$ cat config.mk
export PLATFORM = sky130hd
export DESIGN_NAME = uart_rx_frame_flat
export DESIGN_NICKNAME = d
export VERILOG_FILES = /design/src/rtl/uart_pkg.sv /design/src/rtl/uart_rx_frame_if.sv /design/src/rtl/uart_rx_sampler.sv /design/src/rtl/uart_rx_frame.sv /design/src/flat_wrapper.sv
export SDC_FILE = /design/constraint.sdc
export NUM_CORES = 1
export LEC_CHECK = 0
export ABC_AREA = 1
export CORE_MARGIN = 5
export CORE_UTILIZATION = 57
export CTS_CLUSTER_DIAMETER = 80
export DETAILED_ROUTE_END_ITERATION = 16
export GPL_TIMING_DRIVEN = 0
export PLACE_DENSITY = 0.79
export SYNTH_ARGS = -nofsm -noshare
export SYNTH_HDL_FRONTEND = slang
export SYNTH_SLANG_ARGS = --single-unit
$ cat constraint.sdc
create_clock -name clk -period 1.7 [get_ports clk]
set_input_delay 0.51 -clock clk [delete_from_list [all_inputs] [get_ports clk]]
set_output_delay 0.51 -clock clk [all_outputs]
set_load 0.05 [all_outputs]
$ cat src/rtl/uart_pkg.sv
// Shared UART receive definitions: parity modes, receiver state encoding
// and the mid-bit position helper.
package uart_pkg;

  localparam int PARITY_NONE = 0;
  localparam int PARITY_ODD  = 1;
  localparam int PARITY_EVEN = 2;

  typedef enum logic [2:0] {
    ST_IDLE,
    ST_START,
    ST_DATA,
    ST_PARITY,
    ST_STOP,
    ST_DONE,
    ST_BREAK
  } rx_state_t;

  // Baud count at the centre of a bit period.
  function automatic int mid_count(input int clk_per_bit);
    return (clk_per_bit - 1) / 2;
  endfunction

endpackage

$ cat src/rtl/uart_rx_frame_if.sv
// Received-word bundle between the UART receiver (master) and its consumer (slave).
// o_valid is a one-cycle strobe with no back-pressure: the consumer must take
// o_data and the error flags in the cycle o_valid is high.
interface uart_rx_frame_if #(
  parameter int DATA_BITS = 8
);
  logic [DATA_BITS-1:0] o_data;
  logic                 o_valid;
  logic                 o_parity_err;
  logic                 o_frame_err;
  logic                 o_busy;

  modport master (output o_data, o_valid, o_parity_err, o_frame_err, o_busy);
  modport slave  (input  o_data, o_valid, o_parity_err, o_frame_err, o_busy);
endinterface

$ cat src/rtl/uart_rx_sampler.sv
// Two-flop synchroniser for the RX pin plus a 3-tap majority voter that
// looks at the synchronised line around the middle of each bit period.
module uart_rx_sampler
  import uart_pkg::*;
#(
  parameter  int CLK_PER_BIT = 868,
  localparam int CW          = $clog2(CLK_PER_BIT)
) (
  input  logic          clk,
  input  logic          rst_n,
  input  logic          i_rx,
  input  logic [CW-1:0] baud_cnt,
  output logic          rx_s,
  output logic          maj_bit
);

  localparam int            MID    = mid_count(CLK_PER_BIT);
  localparam logic [CW-1:0] MID_M1 = CW'(MID - 1);
  localparam logic [CW-1:0] MID_0  = CW'(MID);

  logic sync1, sync2, s0, s1;

  always_ff @(posedge clk or negedge rst_n) begin
    if (!rst_n) begin
      sync1 <= 1'b1;
      sync2 <= 1'b1;
      s0    <= 1'b1;
      s1    <= 1'b1;
    end else begin
      sync1 <= i_rx;
      sync2 <= sync1;
      if (baud_cnt == MID_M1) s0 <= sync2;
      if (baud_cnt == MID_0)  s1 <= sync2;
    end
  end

  // Third vote is the live line at MID+1, when the FSM consumes maj_bit.
  assign rx_s    = sync2;
  assign maj_bit = (s0 & s1) | (s0 & sync2) | (s1 & sync2);

endmodule

$ cat src/rtl/uart_rx_frame.sv
// UART receiver: start/data/parity/stop framing with majority-voted bits,
// delivering each word with a one-cycle valid strobe and error flags.
module uart_rx_frame
  import uart_pkg::*;
#(
  parameter int CLK_PER_BIT = 868,
  parameter int DATA_BITS   = 8,
  parameter int PARITY      = 0,
  parameter int STOP_BITS   = 1
) (
  input  logic      clk,
  input  logic      rst_n,
  input  logic      i_rx,
  uart_rx_frame_if.master rx_if,
  output rx_state_t dbg_state
);

  localparam int                   CW        = $clog2(CLK_PER_BIT);
  localparam int                   IW        = $clog2(DATA_BITS);
  localparam logic [CW-1:0]        MID_P1    = CW'(mid_count(CLK_PER_BIT) + 1);
  localparam logic [CW-1:0]        LAST_CNT  = CW'(CLK_PER_BIT - 1);
  localparam logic [IW-1:0]        LAST_IDX  = IW'(DATA_BITS - 1);
  localparam logic                 LAST_STOP = (STOP_BITS == 2);

  rx_state_t            state;
  logic [CW-1:0]        cnt;
  logic [IW-1:0]        idx;
  logic                 stop_idx;
  logic [DATA_BITS-1:0] shift;
  logic                 par_err, frm_err;
  logic [DATA_BITS-1:0] data_q;
  logic                 valid_q, perr_q, ferr_q, busy_q;
  logic                 rx_s, maj_bit;

  uart_rx_sampler #(.CLK_PER_BIT(CLK_PER_BIT)) u_sampler (
    .clk      (clk),
    .rst_n    (rst_n),
    .i_rx     (i_rx),
    .baud_cnt (cnt),
    .rx_s     (rx_s),
    .maj_bit  (maj_bit)
  );

  wire  mid_tick = (cnt == MID_P1);
  wire  end_tick = (cnt == LAST_CNT);
  wire  par_exp  = (PARITY == PARITY_EVEN) ? ^shift : ~^shift;

  always_ff @(posedge clk or negedge rst_n) begin
    if (!rst_n) begin
      state    <= ST_IDLE;
      cnt      <= '0;
      idx      <= '0;
      stop_idx <= 1'b0;
      shift    <= '0;
      par_err  <= 1'b0;
      frm_err  <= 1'b0;
      data_q   <= '0;
      valid_q  <= 1'b0;
      perr_q   <= 1'b0;
      ferr_q   <= 1'b0;
      busy_q   <= 1'b0;
    end else begin
      valid_q <= 1'b0;
      case (state)
        ST_IDLE: begin
          cnt <= '0;
          if (!rx_s) begin
            state   <= ST_START;
            busy_q  <= 1'b1;
            par_err <= 1'b0;
            frm_err <= 1'b0;
          end
        end
        ST_START: begin
          if (mid_tick && maj_bit) begin
            state  <= ST_IDLE;
            cnt    <= '0;
            busy_q <= 1'b0;
          end else if (end_tick) begin
            state <= ST_DATA;
            cnt   <= '0;
            idx   <= '0;
          end else begin
            cnt <= cnt + 1'b1;
          end
        end
        ST_DATA: begin
          if (mid_tick) shift[idx] <= maj_bit;
          if (end_tick) begin
            cnt <= '0;
            if (idx == LAST_IDX) begin
              idx   <= '0;
              state <= (PARITY != PARITY_NONE) ? ST_PARITY : ST_STOP;
            end else begin
              idx <= idx + 1'b1;
            end
          end else begin
            cnt <= cnt + 1'b1;
          end
        end
        ST_PARITY: begin
          if (mid_tick) par_err <= (maj_bit != par_exp);
          if (end_tick) begin
            state <= ST_STOP;
            cnt   <= '0;
          end else begin
            cnt <= cnt + 1'b1;
          end
        end
        ST_STOP: begin
          if (mid_tick && !maj_bit) frm_err <= 1'b1;
          // The last stop bit ends at its mid-point so the next start edge is not missed.
          if (mid_tick && (stop_idx == LAST_STOP)) begin
            state    <= ST_DONE;
            cnt      <= '0;
            stop_idx <= 1'b0;
          end else if (end_tick) begin
            cnt      <= '0;
            stop_idx <= 1'b1;
          end else begin
            cnt <= cnt + 1'b1;
          end
        end
        ST_DONE: begin
          data_q  <= shift;
          perr_q  <= (PARITY != PARITY_NONE) && par_err;
          ferr_q  <= frm_err;
          valid_q <= 1'b1;
          cnt     <= '0;
          if (frm_err) begin
            state <= ST_BREAK;
          end else begin
            state  <= ST_IDLE;
            busy_q <= 1'b0;
          end
        end
        ST_BREAK: begin
          cnt <= '0;
          if (rx_s) begin
            state  <= ST_IDLE;
            busy_q <= 1'b0;
          end
        end
        default: begin
          state  <= ST_IDLE;
          cnt    <= '0;
          busy_q <= 1'b0;
        end
      endcase
    end
  end

  assign rx_if.o_data       = data_q;
  assign rx_if.o_valid      = valid_q;
  assign rx_if.o_parity_err = perr_q;
  assign rx_if.o_frame_err  = ferr_q;
  assign rx_if.o_busy       = busy_q;
  assign dbg_state          = state;

endmodule

$ cat src/flat_wrapper.sv
// flat-port wrapper written by rule: the top's interface ports become plain ports
module uart_rx_frame_flat import uart_pkg::*;
#(
  parameter int CLK_PER_BIT = 868,
  parameter int DATA_BITS   = 8,
  parameter int PARITY      = 0,
  parameter int STOP_BITS   = 1
)
  (clk, rst_n, i_rx, dbg_state, rx_if_o_data, rx_if_o_valid, rx_if_o_parity_err, rx_if_o_frame_err, rx_if_o_busy);
  uart_rx_frame_if #(.DATA_BITS(DATA_BITS)) rx_if_i ();
  input  logic clk;
  input  logic rst_n;
  input  logic i_rx;
  output rx_state_t dbg_state;
  output wire logic [$bits(rx_if_i.o_data)-1:0] rx_if_o_data;
  output wire logic [$bits(rx_if_i.o_valid)-1:0] rx_if_o_valid;
  output wire logic [$bits(rx_if_i.o_parity_err)-1:0] rx_if_o_parity_err;
  output wire logic [$bits(rx_if_i.o_frame_err)-1:0] rx_if_o_frame_err;
  output wire logic [$bits(rx_if_i.o_busy)-1:0] rx_if_o_busy;
  assign rx_if_o_data = rx_if_i.o_data;
  assign rx_if_o_valid = rx_if_i.o_valid;
  assign rx_if_o_parity_err = rx_if_i.o_parity_err;
  assign rx_if_o_frame_err = rx_if_i.o_frame_err;
  assign rx_if_o_busy = rx_if_i.o_busy;
  uart_rx_frame #(.CLK_PER_BIT(CLK_PER_BIT), .DATA_BITS(DATA_BITS), .PARITY(PARITY), .STOP_BITS(STOP_BITS)) u_core (.clk(clk), .rst_n(rst_n), .i_rx(i_rx), .rx_if(rx_if_i), .dbg_state(dbg_state));
endmodule
### Word-level counts from Yosys, hierarchy flattened

Index checks and enable logic that the tools add are counted.

* flip-flop bits (word level): 41
* input bits: 3
* word-level logic and storage cells: 98

* add/subtract/negate cells: 2
* order comparisons: 2
* equal/unequal tests: 23
* mux-type cells: 33
* bitwise gates (word level): 7
* reduce and logical (&&, ||, !) cells: 17

Operators by type and width (number)
* $mux 3: 13
* $eq 10x9->1 const B: 3
* $mux 10: 3
* $pmux 10 s3: 1
* $pmux 3 s7: 1
* $ne 2x1->1 const B: 7
* $eq 3x3->1 const B: 4
* $add 10x1->10 const B: 1
* $eq 10x10->1 const B: 1
* $mux 1: 10
* $bwmux 8: 1
* $ne 2x2->1 const B: 4
* $reduce_and 7->1: 1
* $eq 3x2->1 const B: 2
* $pmux 3 s2: 1
* $reduce_bool 2->1: 3
* $pmux 1 s5: 1
* $reduce_and 5->1: 1
* $logic_and 1x1->1: 4
* $lt 3x4->1 const B: 1
* $reduce_and 2->1: 2
* $reduce_and 4->1: 1
* $add 3x1->3 const B: 1
* $and 1x1->1: 3
* other kinds (12): 14

### Logic depth before layout (Yosys ltp)

* word-level depth: 7
* gate-level depth with buffers: 11
* mapped depth without buffers: 11

### Cells and area by module

Synthesis repeated with hierarchy kept, for this count alone.

* cells, all modules: 275
* area total of the unflattened synthesis: 2107.0 um^2

By module, submodules not included
* uart_rx_frame: times used 1, cells an instance 247, area each 1893.1 um^2, seq. area each 925.9 um^2
* uart_rx_sampler: times used 1, cells an instance 28, area each 214.0 um^2, seq. area each 105.1 um^2

### Least setup slack after synthesis

OpenSTA, ideal clock, no wires.

* path kind: register to register
* start point: reg u_core.state[2], in the netlist u_core.dbg_state[2]
* end point: reg u_core.state[2], in the netlist u_core.dbg_state[2]
* arrival: 1.570 ns
* setup slack: 0.010 ns
* stages on the path, launching flop included: 12
* period minus slack after synthesis: 1.690 ns
* cell sequence: dfrtp_1 -> inv_1 -> nand2_1 -> nor2_1 -> inv_1 -> nor2_2 -> inv_2 -> nand2_1 -> nor2_2 -> nand2_2 -> nand2_1 -> nand2_1

* longest elaborated chain between the ends: 3
* elaborated cells on any way between the ends: 16

RTL lines
* start, declared: RTL line uart_rx_frame.sv:25 `rx_state_t state;`
* start signal, assigned: RTL line uart_rx_frame.sv:93 `state <= (PARITY != PARITY_NONE) ? ST_PARITY : ST_STOP;`
* $eq 3x1->1, or another cell as far along: RTL line uart_rx_frame.sv:64 `case (state)`
* $ne 3x1->1 (no line), or another cell as far along
* $reduce_and 7->1 (no line)

Parallel ways exist; a longest one is shown, timed or not.
A chain may end at the register's enable or synchronous reset.

### Worst setup path in the final report

* start point: reg u_core.state[1], in the netlist u_core.dbg_state[1]
* end point: out dbg_state[1]

RTL lines
* end, declared: RTL line flat_wrapper.sv:14 `output rx_state_t dbg_state;`

No word-level cell between the ends.

==> results.cfg <==
[drt]
drtIter0Drc = 94
vias_per_cell = 5.03
postRouteAntennaNets = 0
wl_per_cell_um = 11.3
routed-wl-met3_um = 135
wl_um = 3560
wl_met2_um = 1690
wl_met1_um = 1670
via_count = 1590
drcViolationCount = 0
first_pass_iters = 4
top_layer = met4

[timing]
fmax_ghz = 0.611
period_share = 0.963
hold_viol_final = 0
clock_skew_ns = 0.0125
fin_ws_ns = 0.0636
worst_pin_slew_ns = 0.866
setup_viol = 0
drv_slew = 0
relSlewSlack = 0.423
fin_crit_ns = 1.64
rsz0062_at_grt = false

[power]
seq_power_share = 0.661
pwr-share-clk = 0.320
switching_share = 0.233
intPower_mw = 1.14
p_switching_mw = 0.346
p_per_area_nw_per_um2 = 635
max-vdd-ir-drop_mv = 0.362
power_mw = 1.49
leakage_nw = 1.10
power_frac_comb = 0.019

[global_routing]
gr-total-overflow = 0
grt_pass1_vias = 1453
grt_pass1_wl_um = 6390
grt_use_total = 0.162
grt_max_degree = 42
antenna_found_initial = 0

[cts]
cts_tree = done
ctsHoldBuffers = 0
htree_levels = 2
clk_latency_ns = 0.36
clock-sinks = 41
cts_made_buffers = 5
cts_buffer_depth = 2
cts-root-buf = clkbuf_4
post-cts-setup-buffers = 0
path_clk_slew_ns = 0.12

[worst_setup_path]
required_ns = 1.19
cp_max_fo = 6
r2r_cells = 9
cp.buffers_inverters = 1
ff2ff_setup_slack_ns = 0.14
slowest_stage = dfrtp_1
cp.depth = 1
worstPathArrival_ns = 1.13
path_delay_family = flip-flops
worstSetupStartpointType = flip-flop
crit_chain = buf_2
critPathCaptureType = output port
cp_slowest_stage_delay_ns = 0.47
crit_type = flip-flop to output port

[logic_synthesis]
yosysWarnings = 0
synth_area_um2 = 2050
synth_fp_nets = 255
ys_types = 28
ys_seq_area_frac = 0.503
postSynthAreaPerCell_um2 = 8.34
ys_ff_latch = 41
syn_inst = 246

[layout]
syn2layout_area_growth_pct = 14.1
antenna-diode-count = 0
fin_nets = 278
drive_gt1_frac = 0.189
instances_no_fill = 316

[outcome]
outcome = complete, no violations

[place]
gp_congestion = 0.839
hpwlAfterDp_um = 2630
portBuffers = 16
post-place-cells = 308
post-place-ws_ns = -0.108

[floorplan]
die_h_um = 70.0
die_area_um2 = 4900
rows = 21
coreArea_um2 = 3420
die_w_um = 70.0
io-pin-count = 18
initial_core_util = 0.600

[min_path]
hp-class = primary input to asynchronous set/reset pin

[job]
maxCapViolCount = 0
-- power groups by stage --
stage	clock (mW)	sequential [mW]	combinational, mW
finish	0.476	0.982	0.0288
global route	0.545	0.983	0.0343
CTS	0.495	0.982	0.0305
detailed placement	0	1.00	0.0305
global placement	0	1.00	0.0311
floorplan	0	1.00	0.00761
-- sequential cells by signal, summed over array words and instances (netlist names) --
name	count
u_core.stop_idx	1
u_core.rx_if.o_data	8
u_core.u_sampler.s0	1
u_core.shift	8
u_core.u_sampler.rx_s	1
u_core.idx	3
u_core.u_sampler.s1	1
u_core.dbg_state	3
u_core.rx_if.o_busy	1
u_core.frm_err	1
u_core.cnt	10
u_core.rx_if.o_frame_err	1
u_core.rx_if.o_valid	1
u_core.u_sampler.sync1	1
-- synth_stat cells --
library cell,n,area (um^2)
ha_1,6,75.1
a21oi_1,3,15.0
xnor2_1,1,8.76
nand3_2,1,10.0
nor2_1,16,60.1
buf_4,1,7.51
o21ai_0,14,70.1
clkinv_1,1,3.75
nor2_2,4,25.0
o21ai_2,2,17.5
o31ai_1,2,15.0
clkbuf_1,1,3.75
inv_2,2,7.51
nor2_8,1,20.0
nor3_1,16,80.1
nand2_4,2,22.5
xor2_1,6,52.6
inv_1,33,124
nand3_1,17,85.1
o21ai_1,2,10.0
nand2_2,3,18.8
nor2_4,1,11.3
conb_1,1,3.75
dfrtp_1,37,926
nand4_2,1,12.5
nand2_1,67,251
dfstp_2,4,105
a21oi_2,1,8.76
-- final timing paths --
path                                        startpoint               endpoint
worst max-delay path               u_core.dbg_state[1]           dbg_state[1]
worst min-delay path                             rst_n    u_core.dbg_state[0]
worst max register to register           u_core.cnt[0]          u_core.cnt[0]
worst min register to register  u_core.u_sampler.sync1  u_core.u_sampler.rx_s
max in group asynchronous                        rst_n          u_core.cnt[0]
min in group clk                u_core.u_sampler.sync1  u_core.u_sampler.rx_s
-- final cells by class --
type | count | area [um^2]
Fill cell | 282 | 1080
Sequential cell | 41 | 1030
Multi-Input combinational cell | 167 | 893
Timing Repair Buffer | 16 | 154
Inverter | 36 | 135
Tap cell | 46 | 57.6
Clock buffer | 5 | 37.5
Clock inverter | 3 | 17.5
Buffer | 2 | 11.3
-- placed cells by master (no fill, tap or decap), drive strengths merged, types with 4 or more instances in the layout --
master,count
nand2,72
dfrtp,37
inv,35
nor2,22
nand3,18
o21ai,18
nor3,16
clkdlybuf4s15,11
xor2,6
ha,6
clkbuf,6
buf,5
dfstp,4
a21oi,4
-- per-layer routing --
metal	GRT usage	up-vias
met2	0.262	23
li1	-	818
met1	0.202	744
met3	0.0502	5
met5	0	-
met4	0.0638	0
-- kinds of logic (layout without fill, tap and decap cells) --
family,after synthesis,count (layout),synth area share
XOR/XNOR,7,7,0.0299
AO/OA/AOI/OAI,24,24,0.0665
other,1,1,0.00183
AND/OR/NAND/NOR,129,129,0.291
buffers and inverters,38,62,0.0714
adder cells (fa/ha/maj),6,6,0.0366
flip-flops,41,41,0.503
-- per-stage QoR --
| stage | setup TNS (ns) | instance area [um^2] | util | hold slack [ns] |
|---|---|---|---|---|
| floorplan | 0 | 2050 | - | 0.214 |
| global placement | -32.47 | 2270 | 0.664 | 0.346 |
| detailed placement | -0.216 | 2260 | 0.663 | 0.347 |
| CTS | 0 | 2320 | 0.678 | 0.275 |
| global route | 0 | 2340 | 0.685 | 0.321 |
| finish | 0 | 2340 | 0.685 | 0.244 |
-- repair_timing --
action / in CTS / in global routing
gates resized for setup: 48 / 6
pin swaps: 0 / 0
endpoints found under the setup margin: 14 / 19
gates cloned: 0 / 0
Note: power is estimated with default switching activity, not from simulation.
